==> config.mk <==
export PLATFORM = sky130hd
export DESIGN_NAME = register_bank_flat
export DESIGN_NICKNAME = d
export VERILOG_FILES = /design/src/rtl/register_bank_pkg.sv /design/src/rtl/register_bank_if.sv /design/src/rtl/register_bank.sv /design/src/flat_wrapper.sv
export SDC_FILE = /design/constraint.sdc
export NUM_CORES = 1
export LEC_CHECK = 0
export BUFFER_PORTS_ARGS = -buffer_cell sky130_fd_sc_hd__buf_2
export CORE_MARGIN = 2
export CORE_UTILIZATION = 25
export CTS_CLUSTER_DIAMETER = 120
export DETAILED_ROUTE_END_ITERATION = 12
export SETUP_SLACK_MARGIN = 0.15
export SLEW_MARGIN = 20
export SYNTH_ARGS = -nofsm -noshare
export SYNTH_HDL_FRONTEND = slang
export SYNTH_SLANG_ARGS = --single-unit
==> constraint.sdc <==
create_clock -name clock -period 7.6 [get_ports clock]
set_input_delay 0.38 -clock clock [delete_from_list [all_inputs] [get_ports clock]]
set_output_delay 0.38 -clock clock [all_outputs]
set_load 0.01 [all_outputs]
==> src/rtl/register_bank_pkg.sv <==
// register_bank_pkg
//   Shared types and default parameter values for the register bank.
//   - state_e        : sequencer state (CLEAR sweep, RUN)
//   - DATA_WIDTH_DEF : default stored word width
//   - ADDR_WIDTH_DEF : default address width (depth = 2**ADDR_WIDTH_DEF)
package register_bank_pkg;

  localparam int DATA_WIDTH_DEF = 32;
  localparam int ADDR_WIDTH_DEF = 5;

  typedef enum logic [0:0] {
    CLEAR = 1'b0,
    RUN   = 1'b1
  } state_e;

endpackage : register_bank_pkg

==> src/rtl/register_bank_if.sv <==
// register_bank_if
//   Bus bundle for the register bank: two read ports (A, B), one write
//   port (C) and the ready status.
//   - addra/addrb : read addresses          (master -> slave)
//   - dataa/datab : registered read data    (slave -> master)
//   - enc/addrc/datac : write enable/address/data (master -> slave)
//   - ready       : bank swept and accepting writes (slave -> master)
interface register_bank_if #(
  parameter int DATA_WIDTH = 32,
  parameter int ADDR_WIDTH = 5
);

  logic [ADDR_WIDTH-1:0] addra;
  logic [DATA_WIDTH-1:0] dataa;
  logic [ADDR_WIDTH-1:0] addrb;
  logic [DATA_WIDTH-1:0] datab;
  logic                  enc;
  logic [ADDR_WIDTH-1:0] addrc;
  logic [DATA_WIDTH-1:0] datac;
  logic                  ready;

  modport master (
    output addra, addrb, enc, addrc, datac,
    input  dataa, datab, ready
  );

  modport slave (
    input  addra, addrb, enc, addrc, datac,
    output dataa, datab, ready
  );

endinterface : register_bank_if

==> src/rtl/register_bank.sv <==
// register_bank
//   2-read / 1-write register file with a power-up clear sweep.
//   After reset the bank sweeps every entry to zero (CLEAR), then enters
//   RUN where reads are registered (1-cycle latency) and a same-cycle
//   write to a read address is forwarded to that read port.
//   Ports:
//   - clock : rising-edge clock
//   - reset : synchronous active-high reset
//   - bus   : register_bank_if slave modport (addra/dataa, addrb/datab,
//             enc/addrc/datac, ready)
module register_bank
  import register_bank_pkg::*;
#(
  parameter int DATA_WIDTH = DATA_WIDTH_DEF,
  parameter int ADDR_WIDTH = ADDR_WIDTH_DEF,
  parameter int ZERO_REG   = 1
) (
  input  logic            clock,
  input  logic            reset,
  register_bank_if.slave  bus
);

  localparam int DEPTH = 2 ** ADDR_WIDTH;
  localparam logic [ADDR_WIDTH-1:0] LAST_ADDR = ADDR_WIDTH'(DEPTH - 1);

  state_e                state_q,   state_d;
  logic [ADDR_WIDTH-1:0] clr_ptr_q, clr_ptr_d;
  logic                  ready_q,   ready_d;
  logic [DATA_WIDTH-1:0] dataa_q,   dataa_d;
  logic [DATA_WIDTH-1:0] datab_q,   datab_d;

  // Storage has no reset; it is cleared only through the write port.
  logic [DATA_WIDTH-1:0] mem_q [DEPTH];

  logic                  we_s;
  logic [ADDR_WIDTH-1:0] waddr_s;
  logic [DATA_WIDTH-1:0] wdata_s;
  logic                  wr_ok_s;
  logic                  zero_a_s;
  logic                  zero_b_s;

  // A RUN write is dropped when it targets the hardwired-zero entry.
  assign wr_ok_s  = bus.enc && ((ZERO_REG == 0) || (bus.addrc != '0));
  assign zero_a_s = (ZERO_REG != 0) && (bus.addra == '0);
  assign zero_b_s = (ZERO_REG != 0) && (bus.addrb == '0);

  // Next-state, write-port mux and read-port data selection.
  always_comb begin
    state_d   = state_q;
    clr_ptr_d = clr_ptr_q;
    ready_d   = ready_q;
    dataa_d   = '0;
    datab_d   = '0;
    we_s      = 1'b0;
    waddr_s   = '0;
    wdata_s   = '0;
    if (reset) begin
      // Entry 0 is cleared while reset is held; nothing else changes.
      state_d   = CLEAR;
      clr_ptr_d = '0;
      ready_d   = 1'b0;
      we_s      = 1'b1;
      waddr_s   = '0;
      wdata_s   = '0;
    end else begin
      case (state_q)
        CLEAR: begin
          we_s      = 1'b1;
          waddr_s   = clr_ptr_q;
          wdata_s   = '0;
          clr_ptr_d = clr_ptr_q + ADDR_WIDTH'(1);
          if (clr_ptr_q == LAST_ADDR) begin
            state_d = RUN;
            ready_d = 1'b1;
          end else begin
            state_d = CLEAR;
            ready_d = 1'b0;
          end
        end
        RUN: begin
          we_s    = wr_ok_s;
          waddr_s = bus.addrc;
          wdata_s = bus.datac;
          ready_d = 1'b1;
          // Forward the incoming write so a same-cycle read sees new data.
          if (wr_ok_s && (bus.addrc == bus.addra)) begin
            dataa_d = bus.datac;
          end else if (zero_a_s) begin
            dataa_d = '0;
          end else begin
            dataa_d = mem_q[bus.addra];
          end
          if (wr_ok_s && (bus.addrc == bus.addrb)) begin
            datab_d = bus.datac;
          end else if (zero_b_s) begin
            datab_d = '0;
          end else begin
            datab_d = mem_q[bus.addrb];
          end
        end
        default: begin
          state_d   = CLEAR;
          clr_ptr_d = '0;
          ready_d   = 1'b0;
        end
      endcase
    end
  end

  // Control and output registers.
  always_ff @(posedge clock) begin
    state_q   <= state_d;
    clr_ptr_q <= clr_ptr_d;
    ready_q   <= ready_d;
    dataa_q   <= dataa_d;
    datab_q   <= datab_d;
  end

  // Single write port into the storage array.
  always_ff @(posedge clock) begin
    if (we_s) begin
      mem_q[waddr_s] <= wdata_s;
    end
  end

  assign bus.dataa = dataa_q;
  assign bus.datab = datab_q;
  assign bus.ready = ready_q;

endmodule : register_bank

==> src/flat_wrapper.sv <==
// flat-port wrapper written by rule: the top's interface ports become plain ports
module register_bank_flat import register_bank_pkg::*;
#(
  parameter int DATA_WIDTH = DATA_WIDTH_DEF,
  parameter int ADDR_WIDTH = ADDR_WIDTH_DEF,
  parameter int ZERO_REG   = 1
)
  (clock, reset, bus_addra, bus_addrb, bus_enc, bus_addrc, bus_datac, bus_dataa, bus_datab, bus_ready);
  register_bank_if #(.DATA_WIDTH(DATA_WIDTH), .ADDR_WIDTH(ADDR_WIDTH)) bus_i ();
  input  logic clock;
  input  logic reset;
  input wire logic [$bits(bus_i.addra)-1:0] bus_addra;
  input wire logic [$bits(bus_i.addrb)-1:0] bus_addrb;
  input wire logic [$bits(bus_i.enc)-1:0] bus_enc;
  input wire logic [$bits(bus_i.addrc)-1:0] bus_addrc;
  input wire logic [$bits(bus_i.datac)-1:0] bus_datac;
  output wire logic [$bits(bus_i.dataa)-1:0] bus_dataa;
  output wire logic [$bits(bus_i.datab)-1:0] bus_datab;
  output wire logic [$bits(bus_i.ready)-1:0] bus_ready;
  assign bus_i.addra = bus_addra;
  assign bus_i.addrb = bus_addrb;
  assign bus_i.enc = bus_enc;
  assign bus_i.addrc = bus_addrc;
  assign bus_i.datac = bus_datac;
  assign bus_dataa = bus_i.dataa;
  assign bus_datab = bus_i.datab;
  assign bus_ready = bus_i.ready;
  register_bank #(.DATA_WIDTH(DATA_WIDTH), .ADDR_WIDTH(ADDR_WIDTH), .ZERO_REG(ZERO_REG)) u_core (.clock(clock), .reset(reset), .bus(bus_i));
endmodule
# Yosys cells after proc, flatten, opt, wreduce, memory -nomap -nowiden
# Memory sizes are Yosys's and may differ from the RTL's.
# Cells that the tools add are included.
# word_totals
in_bits	50
mem_bits_rw	1024
reg_bits	71
out_inout_bits	65
memories	1
word_cells	33
# op_classes
eq_ne	3
n_reduce_logical	7
bitwise_logic	1
addsub	1
mux	15
# mem_list
name	depth	width	read_ports	rd_ports_with_merged_regs	write_ports	line_no	source
u_core.mem_q	32	32	2	0	1	register_bank.sv:33	logic [DATA_WIDTH-1:0] mem_q [DEPTH];
# ops
cell	n
32-bit two-way mux	5
32-bit case mux with 2 select lines	1
5-bit equality test	2
5-bit logical NOT	2
5-bit case mux with 2 select lines	1
5-bit by 1-bit adder with 5-bit output (second input constant)	1
5-bit equality test (second input constant)	1
1-bit two-way mux	5
5-bit two-way mux	1
5-bit nonzero test	1
1-bit case mux with 2 select lines	2
1-bit logical AND	3
2-bit OR reduction	1
1-bit NOT	1

# Logic depth before layout (Yosys ltp)
# depth
ltp_word	6
mapped_depth	10
depth_no_buf	5

# Worst setup path before layout
# Ideal clock, no wire load.
# synth_path
path_type	register to register
from	reg u_core.state_q
to	mem u_core.mem_q[24][0], enable pin
synth_period_minus_slack_ns	3.253
path_buffers	2
setup_ns	0.421
setup_slack_ns	4.347
path_stages_with_launch	7
arrival_time_ns	2.832
required_ns	7.179
path_cell_list	dfxtp_1 > clkbuf_1 > clkbuf_1 > nand3_1 > a21oi_1 > nand2_1 > nor2_1
# synth_between
elab_chain_cells	5
word_cells_on_any_way	7
classes_between	mux: 6; bitwise: 1
# synth_rtl
item	line_no	source
start: declaration	register_bank.sv:26	state_e state_q, state_d;
start signal: assignment	register_bank.sv:112	state_q <= state_d;
1-bit NOT	register_bank.sv:66	case (state_q)
1-bit case mux with 2 select lines	register_bank.sv:66	
1-bit two-way mux	register_bank.sv:57	if (reset) begin
1-bit two-way mux	register_bank.sv:121	if (we_s) begin
1-bit two-way mux (not written as such)	register_bank.sv:122	mem_q[waddr_s] <= wdata_s;
end: declaration	register_bank.sv:33	
# Several ways; a longest one is shown, not always the timed one.

# Final worst setup path
# layout_path
from	reg u_core.state_q
to	reg u_core.dataa_q[26], in the netlist u_core.bus.dataa[26]
# layout_between
elab_chain_cells	2
# layout_rtl
item	line_no	source
1-bit NOT	--	
2-bit OR reduction (no source line)	--	
end signal: assignment	register_bank.sv:115	dataa_q <= dataa_d;
end: declaration	register_bank.sv:29	logic [DATA_WIDTH-1:0] dataa_q, dataa_d;
# Every way passes these cells.
# A chain may end at the register's enable or synchronous reset.

==> flow_metrics.env <==
export IMPL_run_status="finished, final reports clean"
export IMPL_clkTransAtPathRegs_ns=0.06
export IMPL_synthTopCellsByCount="edfxtp_1 (1024), mux4_2 (421), mux2i_1 (203)"
export IMPL_synthCells=2665
export IMPL_ys_ff_latch=1094
export IMPL_cts_buffers=107
export IMPL_worst_r2r_setup_slack_ns=4.10
export IMPL_ir_worst_vdd_mv=0.215
export IMPL_powerDensity_nw_per_um2=222
export IMPL_io_pins=115
export IMPL_min_to="u_core.bus.dataa[10]"
export IMPL_final_min_clock_period_ns=3.50
export IMPL_clkPwrFrac_pct=42.4
export IMPL_synth_edf_count=1024
export IMPL_yosysSeqAreaShare_pct=63.8
export IMPL_rsz0062_at_grt="false"
export IMPL_reg2reg_depth=7
export IMPL_cp_max_fo=34
export IMPL_die_area_um2=205000
export IMPL_grt_pass1_wl_um=229000
export IMPL_fin_util_pct=28.8
export IMPL_synth_top_area_share_pct=61.0
export IMPL_drive_gt1_share_pct=30.4
export IMPL_synthFlopType="edfxtp_1"
export IMPL_p_seq_share_pct=51.2
export IMPL_syn_avg_cell_area_um2=18.9
export IMPL_ctsLongestPathBuffers=3
export IMPL_setup_tns_final_ns=0
export IMPL_setup_viol=0
export IMPL_area_growth_pct=14.5
export IMPL_postRouteAntennaNets=0
export IMPL_slew_headroom_pct=30.1
export IMPL_rows=164
export IMPL_routed_wl_um=164000
export IMPL_drt_first_iter_violations=4156
export IMPL_crit_arrival_ns=4.10
export IMPL_cts_tree="done"
export IMPL_synthesis_nets=2717
export IMPL_coreArea_um2=200000
export IMPL_pre_cts_slack_ns=3.89
export IMPL_wl_per_cell_um=29.8
export IMPL_nets=2807
export IMPL_hold_start="bus_datac[10]"
export IMPL_hold_path_depth=3
export IMPL_overflow=0
export IMPL_hp_class="input port to flip-flop"
export IMPL_clock_latency_ns=0.72
export IMPL_synth_distinct_cells=59
export IMPL_num_vias=29746
export IMPL_fin_ws_ns=4.10
export IMPL_die_height_um=453
export IMPL_p_int_uw=9960
export IMPL_grt_max_degree=131
export IMPL_ys_top_cells_by_area="edfxtp_1 (61%), mux4_2 (19%), mux2i_1 (4.0%), dfxtp_1 (2.8%), o22ai_1 (1.1%)"
export IMPL_cts_root_buffer="clkbuf_16"
export IMPL_hold_violations=0
export IMPL_post_cts_resized=0
export IMPL_crit_required_ns=8.20
export IMPL_p_switching_uw=2850
export IMPL_leakagePower_uw=0.0172
export IMPL_seq_area_um2=32200
export IMPL_drv_cap=0
export IMPL_drv_slew=0
export IMPL_antenna_found_initial=14
export IMPL_yosysMostFrequentCell="edfxtp_1"
export IMPL_multiInputGateArea_um2=17200
export IMPL_track_usage_pct=15.7
export IMPL_yosysTopAreaCell="edfxtp_1"
export IMPL_worstSetupPathType="flip-flop to flip-flop"
export IMPL_period_share_pct=46.0
export IMPL_dr_pass1_iters=6
export IMPL_r2r_start="u_core.state_q"
export IMPL_ys_warn_count=0
export IMPL_synth_async_reset_ratio_pct=0
export IMPL_grt_pass1_vias=29910
export IMPL_drc=0
export IMPL_worst_slew_pin_slew_ns=1.05
export IMPL_worst_setup_path_start_kind="flip-flop"
export IMPL_clock_sinks=1094
export IMPL_worstReg2RegEnd="u_core.bus.dataa[26]"
export IMPL_synth_area_um2=50400
export IMPL_port_buffers=114
export IMPL_die_x_um=453
export IMPL_fillers=19563
export IMPL_htreeDepth=3
export IMPL_p_sw_share_pct=22.3
export IMPL_timing_hold_ws_ns=0.0276
export IMPL_max_freq_ghz=0.286
export IMPL_fin_skew_ns=0.0352
export IMPL_dp_hpwl_um=91000
export IMPL_share_comb_of_total_power_pct=6.5
export IMPL_via_per_inst=5.40
export IMPL_endpoint_kind="flip-flop"
export IMPL_gp_congestion=0.782
export IMPL_start_util_pct=25.2
state kept, by name, summed over array words and instances (netlist names):
name / cells
u_core.state_q: 1
u_core.bus.datab: 32
u_core.mem_q: 1024
u_core.bus.dataa: 32
u_core.clr_ptr_q: 5
layer usage:
metal	vias to the layer above	routed length, um	share of wire, %	global-route usage, %
li1	11670	-	-	-
met1	16002	66500	40	21.5
met2	1816	74500	45	23.8
met3	254	19000	12	4.88
met4	4	4340	2.6	4.11
met5	-	40	0.024	0
kinds of logic (layout without fill, tap and decap cells):
| kind of cell | Yosys count | count (layout) | synth area share, % |
|---|---|---|---|
| adders and majority gates | 2 | 2 | 0.0496 |
| DFF | 1094 | 1094 | 63.8 |
| other | 0 | 6 | 0 |
| xor gates and xnor gates | 13 | 13 | 0.226 |
| and+or+nand+nor | 188 | 188 | 1.81 |
| muxes | 685 | 685 | 25.0 |
| AOI/OAI and AO/OA | 431 | 431 | 6.32 |
| buffers and inverters | 252 | 435 | 2.78 |
power groups by stage:
stage / logic (uW) / clock network [uW] / registers, uW
6_report: 831 / 5430 / 6560
5_1_grt: 869 / 5740 / 6560
4_1_cts: 827 / 5490 / 6560
3_5_place_dp: 819 / 0 / 6690
3_3_place_gp: 818 / 0 / 6680
2_1_floorplan: 572 / 0 / 6680
layout by cell type (no fill, tap or decap), types with 32 or more instances in the layout:
cell       Yosys  layout
buf_2         59     106
inv_1         32      32
a21oi_1       50      50
a211oi_1      38      38
nor2_4         0      33
dfxtp_1       70      70
o221ai_1      52      52
o22ai_1       90      90
a211o_1       32      32
mux4_2       421     421
edfxtp_1    1024    1024
buf_4         45      73
clkbuf_16      0     110
a22oi_1       32      32
mux2_2        33      33
nand2_1       51      49
mux2i_1      203     203
worst max-delay path by stage:
| stage | start | end | slack (ns) | cells after the start |
|---|---|---|---|---|
| global placement | bus_addrb[1] | u_core.bus.datab[24] | 3.86 | 8 |
| finish | u_core.state_q | u_core.bus.dataa[26] | 4.10 | 7 |
| floorplan | u_core.state_q | u_core.mem_q[24][0] | 4.35 | 6 |
| CTS | u_core.state_q | u_core.bus.dataa[26] | 4.07 | 7 |
| detailed placement | bus_addrb[1] | u_core.bus.datab[24] | 3.89 | 8 |
| global route | u_core.state_q | u_core.bus.dataa[26] | 3.91 | 7 |
timing repair:
item | 4_1_cts | 5_1_grt
setup buffers | 0 | 0
hold endpoints to repair | 16 | 0
hold buffers | 11 | 0
worst max-delay path: stages, from the launching register on:
cell	delay, ns
dfxtp_1	0.81
nor2b_4	0.26
buf_4	0.59
a21boi_0	0.40
o31ai_4	0.11
buf_4	0.39
or4_1	0.61
o21ai_0	0.15
area by class of cell:
type | count | area share [%]
antenna | 6 | 0.0260
clock buffer | 158 | 5.41
clock inverter | 44 | 0.767
inverter | 32 | 0.208
multi-input combinational | 1319 | 29.7
sequential | 1094 | 55.7
tap | 2656 | 5.76
timing repair buffer | 201 | 2.39
stage by stage:
| step | cells | total power, uW | instance area, um2 |
|---|---|---|---|
| 2_1_floorplan | 2665 | 7250 | 50400 |
| 3_3_place_gp | 5290 | 7500 | 54000 |
| 3_5_place_dp | 5291 | 7500 | 54000 |
| 4_1_cts | 5504 | 12900 | 57700 |
| 5_1_grt | 5507 | 13200 | 57700 |
| 6_report | 5510 | 12800 | 57700 |
No activity file was read; power rests on OpenSTA's default activity.
